### src/rtl/rans_pkg.sv
// Shared constants, FSM encoding and the symbol-legality check for the N-lane rANS encoder.
package rans_pkg;
  localparam logic [31:0] RANS_L       = 32'h0001_0000;
  localparam int          RANS_WORD_W  = 16;
  localparam int          RANS_STATE_W = 32;

  typedef enum logic [2:0] {IDLE, RENORM, DIV, UPDATE, FLUSH} enc_state_t;

  // A zero-width interval or one running past M cannot be coded.
  function automatic logic freq_bad(input logic [15:0] start, input logic [15:0] freq,
                                    input int unsigned pbits);
    logic [16:0] sum;
    sum = {1'b0, start} + {1'b0, freq};
    return (freq == 16'd0) || (sum > (17'd1 << pbits));
  endfunction
endpackage

### src/rtl/rans_div.sv
// 32/16 restoring divider, one quotient bit per cycle; done pulses on the 32nd iteration.
module rans_div (
  input  logic        clk,
  input  logic        rst_n,
  input  logic        start,
  input  logic [31:0] dividend_i,
  input  logic [15:0] divisor_i,
  output logic        busy,
  output logic        done,
  output logic [31:0] q,
  output logic [15:0] r
);
  logic        busy_q;
  logic [4:0]  cnt_q;
  logic [31:0] quo_q;
  logic [15:0] rem_q, d_q;
  logic [16:0] trial;
  logic        ge;

  // rem < divisor always holds, so the shifted trial value fits in 17 bits.
  assign trial = {rem_q, quo_q[31]};
  assign ge    = trial >= {1'b0, d_q};
  assign busy  = busy_q;
  assign done  = busy_q && (cnt_q == 5'd31);
  assign q     = quo_q;
  assign r     = rem_q;

  always_ff @(posedge clk or negedge rst_n) begin
    if (!rst_n) begin
      busy_q <= 1'b0;
      cnt_q  <= '0;
      quo_q  <= '0;
      rem_q  <= '0;
      d_q    <= '0;
    end else if (start && !busy_q) begin
      busy_q <= 1'b1;
      cnt_q  <= '0;
      quo_q  <= dividend_i;
      rem_q  <= '0;
      d_q    <= divisor_i;
    end else if (busy_q) begin
      rem_q  <= ge ? 16'(trial - {1'b0, d_q}) : trial[15:0];
      quo_q  <= {quo_q[30:0], ge};
      cnt_q  <= cnt_q + 5'd1;
      if (cnt_q == 5'd31) busy_q <= 1'b0;
    end
  end
endmodule

### src/rtl/rans_encoder_nlane.sv
// N-lane interleaved rANS encoder: round-robin lane assignment, 16-bit renorm words,
// per-lane state flush on tlast.
module rans_encoder_nlane
  import rans_pkg::*;
#(
  parameter int LANES     = 4,
  parameter int PROB_BITS = 12,
  parameter int LANE_W    = 4
) (
  input  logic              clk,
  input  logic              rst_n,
  input  logic [31:0]       s_axis_tdata,
  input  logic              s_axis_tvalid,
  input  logic              s_axis_tlast,
  output logic              s_axis_tready,
  output logic [15:0]       m_axis_tdata,
  output logic [LANE_W-1:0] m_axis_tuser,
  output logic              m_axis_tvalid,
  output logic              m_axis_tlast,
  input  logic              m_axis_tready,
  output logic              err_freq
);
  localparam int IDX_W = (LANES > 1) ? $clog2(LANES) : 1;
  localparam int NX    = 1 << IDX_W;

  enc_state_t        state_q;
  logic [31:0]       x_q [NX];
  logic [LANE_W-1:0] ptr_q, lane_q, fidx_q, fnext;
  logic [15:0]       start_q, freq_q;
  logic              last_q, fhalf_q, err_q, s_tready_q;
  logic [15:0]       m_tdata_q;
  logic [LANE_W-1:0] m_tuser_q;
  logic              m_tvalid_q, m_tlast_q;

  logic [15:0] start_in, freq_in;
  logic [31:0] x_ptr, x_lane, fx, fx_next, x_upd, div_dividend;
  logic [32:0] xmax_in;
  logic        emit_in, bad_in, go, div_start, div_busy, div_done;
  logic [31:0] div_q;
  logic [15:0] div_r;

  assign start_in = s_axis_tdata[31:16];
  assign freq_in  = s_axis_tdata[15:0];
  assign bad_in   = freq_bad(start_in, freq_in, PROB_BITS);
  assign x_ptr    = x_q[ptr_q[IDX_W-1:0]];
  assign x_lane   = x_q[lane_q[IDX_W-1:0]];
  assign fnext    = fidx_q + 1'b1;
  assign fx       = x_q[fidx_q[IDX_W-1:0]];
  assign fx_next  = x_q[fnext[IDX_W-1:0]];

  // Renorm decision is made at accept time so the word is already valid on entering RENORM.
  assign xmax_in  = 33'(freq_in) << (32 - PROB_BITS);
  assign emit_in  = {1'b0, x_ptr} >= xmax_in;

  assign go           = (!m_tvalid_q || m_axis_tready) && !div_busy;
  assign div_start    = (state_q == RENORM) && go;
  assign div_dividend = m_tvalid_q ? {16'h0, x_lane[31:16]} : x_lane;
  assign x_upd        = (div_q << PROB_BITS) + {16'h0, div_r} + {16'h0, start_q};

  rans_div u_div (
    .clk        (clk),
    .rst_n      (rst_n),
    .start      (div_start),
    .dividend_i (div_dividend),
    .divisor_i  (freq_q),
    .busy       (div_busy),
    .done       (div_done),
    .q          (div_q),
    .r          (div_r)
  );

  always_ff @(posedge clk or negedge rst_n) begin
    if (!rst_n) begin
      state_q    <= IDLE;
      for (int k = 0; k < NX; k++) x_q[k] <= RANS_L;
      ptr_q      <= '0;
      lane_q     <= '0;
      fidx_q     <= '0;
      fhalf_q    <= 1'b0;
      start_q    <= '0;
      freq_q     <= '0;
      last_q     <= 1'b0;
      err_q      <= 1'b0;
      s_tready_q <= 1'b0;
      m_tdata_q  <= '0;
      m_tuser_q  <= '0;
      m_tvalid_q <= 1'b0;
      m_tlast_q  <= 1'b0;
    end else begin
      unique case (state_q)
        IDLE: begin
          if (!s_tready_q) begin
            s_tready_q <= 1'b1;
          end else if (s_axis_tvalid) begin
            start_q <= start_in;
            freq_q  <= freq_in;
            last_q  <= s_axis_tlast;
            lane_q  <= ptr_q;
            if (bad_in) begin
              err_q      <= 1'b1;
              s_tready_q <= !s_axis_tlast;
              if (s_axis_tlast) begin
                state_q <= FLUSH;
                fidx_q  <= '0;
                fhalf_q <= 1'b0;
              end
            end else begin
              s_tready_q <= 1'b0;
              state_q    <= RENORM;
              if (emit_in) begin
                m_tvalid_q <= 1'b1;
                m_tdata_q  <= x_ptr[15:0];
                m_tuser_q  <= ptr_q;
                m_tlast_q  <= 1'b0;
              end
            end
          end
        end
        RENORM: begin
          if (go) begin
            if (m_tvalid_q) begin
              x_q[lane_q[IDX_W-1:0]] <= {16'h0, x_lane[31:16]};
              m_tvalid_q <= 1'b0;
            end
            state_q <= DIV;
          end
        end
        DIV: begin
          if (div_done) state_q <= UPDATE;
        end
        UPDATE: begin
          x_q[lane_q[IDX_W-1:0]] <= x_upd;
          ptr_q <= (ptr_q == LANE_W'(LANES - 1)) ? '0 : ptr_q + 1'b1;
          if (last_q) begin
            state_q <= FLUSH;
            fidx_q  <= '0;
            fhalf_q <= 1'b0;
          end else begin
            state_q    <= IDLE;
            s_tready_q <= 1'b1;
          end
        end
        FLUSH: begin
          if (!m_tvalid_q) begin
            m_tvalid_q <= 1'b1;
            m_tdata_q  <= fx[15:0];
            m_tuser_q  <= fidx_q;
            m_tlast_q  <= 1'b0;
          end else if (m_axis_tready) begin
            if (m_tlast_q) begin
              for (int k = 0; k < NX; k++) x_q[k] <= RANS_L;
              ptr_q      <= '0;
              m_tvalid_q <= 1'b0;
              m_tlast_q  <= 1'b0;
              state_q    <= IDLE;
              s_tready_q <= 1'b1;
            end else if (!fhalf_q) begin
              fhalf_q   <= 1'b1;
              m_tdata_q <= fx[31:16];
              m_tlast_q <= (fidx_q == LANE_W'(LANES - 1));
            end else begin
              fhalf_q   <= 1'b0;
              fidx_q    <= fnext;
              m_tdata_q <= fx_next[15:0];
              m_tuser_q <= fnext;
            end
          end
        end
        default: state_q <= IDLE;
      endcase
    end
  end

  assign s_axis_tready = s_tready_q;
  assign m_axis_tdata  = m_tdata_q;
  assign m_axis_tuser  = m_tuser_q;
  assign m_axis_tvalid = m_tvalid_q;
  assign m_axis_tlast  = m_tlast_q;
  assign err_freq      = err_q;
endmodule
### config.mk
export PLATFORM = sky130hd
export DESIGN_NAME = rans_encoder_nlane
export DESIGN_NICKNAME = d
export VERILOG_FILES = /design/src/rtl/rans_pkg.sv /design/src/rtl/rans_div.sv /design/src/rtl/rans_encoder_nlane.sv
export SDC_FILE = /design/constraint.sdc
export NUM_CORES = 1
export LEC_CHECK = 0
export CAP_MARGIN = 5
export CORE_MARGIN = 4
export CORE_UTILIZATION = 40
export DETAILED_ROUTE_END_ITERATION = 7
export DONT_BUFFER_PORTS = 1
export PLACE_DENSITY = 0.65
export SLEW_MARGIN = 20
export SYNTH_ARGS = -nofsm -noshare
export SYNTH_HDL_FRONTEND = slang
export SYNTH_HIERARCHICAL = 1
export SYNTH_SLANG_ARGS = --single-unit
### constraint.sdc
create_clock -name clk -period 7.69 [get_ports clk]
set_input_delay 0.769 -clock clk [delete_from_list [all_inputs] [get_ports clk]]
set_output_delay 0.769 -clock clk [all_outputs]
set_load 0.005 [all_outputs]
==> impl_metrics.env <==
export IMPL_synthTopCellsByArea="dfrtp_1, mux4_2, nand2_1"
export IMPL_global_route_usage_total_pct=23.0
export IMPL_placed_cell_area_um2=18400
export IMPL_via_count_of_the_first_global_routing_pass=13892
export IMPL_initial_core_util_pct=40.4
export IMPL_cts_num_sinks=269
export IMPL_crit_path_cell_trace="ha_1, ha_1, inv_1, fa_1, nor2b_1, o21ai_0, a21boi_0, o21a_1, o21ai_0, a21oi_1, o211ai_1, a21oi_1, xnor2_1, o21ai_0"
export IMPL_antenna_violating_nets_post_route=0
export IMPL_ys_dominant_reg_cell="dfrtp_1"
export IMPL_status="complete, no violations"
export IMPL_drt_initial_drc_count=1632
export IMPL_period_share_pct=54.4
export IMPL_largest_net_degree_at_the_start_of_global_routing=266
export IMPL_power_density_nw_per_um2=374
export IMPL_postSynthCellCount=1741
export IMPL_insertion_delay_ns=0.59
export IMPL_crit_reg2reg_launch="u_div/r[1]"
export IMPL_timing_fmax_mhz=239
export IMPL_final_period_minus_worst_setup_slack_ns=4.19
export IMPL_num_cts_buffers=31
export IMPL_critical_path_slowest_cell="o211ai_1"
export IMPL_numPortBuffers=0
export IMPL_finalSetupViolations=0
export IMPL_core_area_um2=44100
export IMPL_layout_filler_cells=4178
export IMPL_timing_critical_path_from="u_div/r[1]"
export IMPL_crit_required_ns=8.12
export IMPL_cts_resized=0
export IMPL_worst_clock_skew_ns=0.0286
export IMPL_vdd_ir_drop_worst_v=0.000341
export IMPL_die_h_um=219
export IMPL_synth_edf_count=0
export IMPL_critical_path_peak_fanout=8
export IMPL_setup_tns_ns=0
export IMPL_cts_buffer_depth=3
export IMPL_path_class="reg -> reg"
export IMPL_power_leakage_nw=8.12
export IMPL_ys_seq_area_share_pct=37.8
export IMPL_vias=14435
export IMPL_ys_top_cells_by_count="nand2_1, dfrtp_1, o21ai_0"
export IMPL_critical_path_n_buffers_inverters=1
export IMPL_synth_area_leader_cell="dfrtp_1"
export IMPL_cts_max_level=1
export IMPL_worst_hold_path_class="in -> async"
export IMPL_drt_total_wl_um=56000
export IMPL_netlist_cell_type_count=92
export IMPL_grt_setup_unrepaired="no"
export IMPL_finalHoldViolCount=0
export IMPL_maximum_single_stage_delay_on_the_critical_path_ns=0.73
export IMPL_yosys_cell_count_top_type="nand2_1"
export IMPL_hpwl_um=38600
export IMPL_grt_pass1_wl_um=85600
export IMPL_tightest_slew_ns=1.13
export IMPL_max_cap_violations=0
export IMPL_cts_tree="built"
export IMPL_row_count=77
export IMPL_synth_ff_latch_count=269
export IMPL_routed_wire_length_per_instance_um=24.2
export IMPL_drt_drc_violations_left=0
export IMPL_detailedRoute_firstPassIterationCount=6
export IMPL_yosys_area_top_type_share_pct=37.2
export IMPL_placedCellCount=2247
export IMPL_r2r_slack_ns=3.50
export IMPL_final_instance_count_excl_fill=2310
export IMPL_mappedNetlistArea_um2=17800
export IMPL_setup_worst_path_end_class="flop"
export IMPL_ffs_w_async_s_r_synth_pct=100
export IMPL_final_max_slew_viol_count=0
export IMPL_crit_path_launch_type="flop"
export IMPL_synthesized_area_per_cell_um2=10.2
export IMPL_ioPinCount=61
export IMPL_globalRoute_totalOverflow=0
export IMPL_postLayoutCellArea_um2=19600
export IMPL_gp_congestion=0.938
export IMPL_area_growth_synth_to_final_pct=9.69
export IMPL_synth_net_count=1861
export IMPL_post_route_cells_drive_above_1_share_pct=17.2
export IMPL_clock_root_buffer="clkbuf_16"
export IMPL_clk_pin_slew_worst_paths_ns=0.06
export IMPL_die_x_um=219
export IMPL_maxSlewHeadroom_pct=23.8
export IMPL_ys_warnings_count=6
export IMPL_critical_path_top_delay_family="compound AO/OA/AOI/OAI gates"
export IMPL_cp_common_cell="o21ai_0"
export IMPL_timing_critical_path_arrival_ns=4.61
export IMPL_grt_antenna_before_repair=2
export IMPL_die_area_um2=48000
export IMPL_drt_vias_per_instance=6.25
export IMPL_nNetsFinal=1813
==> worst paths after layout <==
| check | to | cells after the start |
|---|---|---|
| setup reg to reg | x_q[87] | 14 |
| max in group asynchronous | u_div/busy | 4 |
| hold / removal | x_q[16] | 0 |
| min in group clk | start_q[4] | 1 |
| setup / recovery | x_q[87] | 14 |
| hold reg to reg | u_div/d_q[4] | 2 |
==> layer usage <==
layer	vias to the layer above	share of wire (%)	track usage, %
met1	7209	40	31.5
met3	137	9.6	5.37
met5	-	0	0
met2	740	45	35.0
li1	6349	-	-
met4	0	4.8	10.1
==> layout make-up <==
cell class	count	area, um^2	share of cell area, %
sequential	269	6750	34.5
antenna	1	2.50	0.0128
clock inverter	15	209	1.07
tap	592	741	3.79
multi-input combinational	1317	10500	53.7
inverter	48	180	0.921
timing repair buffer	26	293	1.50
clock buffer	42	877	4.48
==> timing repair <==
item / 4_1_cts / 5_1_grt
hold buffers: 1 / 1
setup buffers: 0 / 0
endpoints found under the hold margin: 265 / 4
==> layout by cell type, fill, tap and decap left out, types with 6 or more instances in the layout <==
| cell | instances |
|---|---|
| a22oi_1 | 8 |
| mux2i_1 | 36 |
| nor2b_1 | 47 |
| dfrtp_2 | 7 |
| a21oi_1 | 79 |
| clkbuf_8 | 6 |
| mux4_2 | 108 |
| nor2_1 | 53 |
| a21o_1 | 13 |
| inv_1 | 47 |
| fa_1 | 7 |
| o211ai_1 | 23 |
| clkinv_2 | 7 |
| mux2_2 | 59 |
| or3_1 | 6 |
| o21a_1 | 12 |
| clkbuf_16 | 31 |
| a221o_1 | 17 |
| ha_1 | 76 |
| nor4_1 | 10 |
| xnor2_1 | 20 |
| nand4_1 | 13 |
| nand3_1 | 19 |
| a22o_1 | 28 |
| buf_4 | 19 |
| o21ai_0 | 188 |
| dfrtp_1 | 258 |
| nand2_1 | 294 |
| nand2b_1 | 9 |
| xor2_1 | 28 |
| o2111ai_1 | 7 |
| nor3_1 | 21 |
| and3_1 | 10 |
| and2_1 | 9 |
==> metrics by stage <==
stage,power (mW),hold slack [ns],worst slack (ns),utilization [%]
CTS,7.26,0.00512,3.63,44.2
global placement,5.53,0.467,3.67,41.5
global route,7.75,0.000973,3.32,44.3
detailed placement,5.63,0.470,3.60,41.6
floorplan,4.56,0.446,3.45,-
finish,7.31,0.0157,3.50,44.3
==> logic make-up (layout without fill, tap and decap cells) <==
logic type      count (synthesis)  count (layout)  synth area share, %
compound gates                460             460                 17.0
xor+xnor                       48              48                 2.36
fa+ha+maj                      83              83                 6.12
buf+inv                       155             131                 3.57
flops                         269             269                 37.8
mux                           204             204                 19.5
other cells                     0               1                    0
simple gates                  522             522                 13.7
==> report_power, final <==
group	switching, mW	total (mW)	internal (mW)
combinational	2.13	3.42	1.29
clock	0.631	1.59	0.962
sequential	0.457	2.30	1.84
No activity file was read; power rests on OpenSTA's default activity.
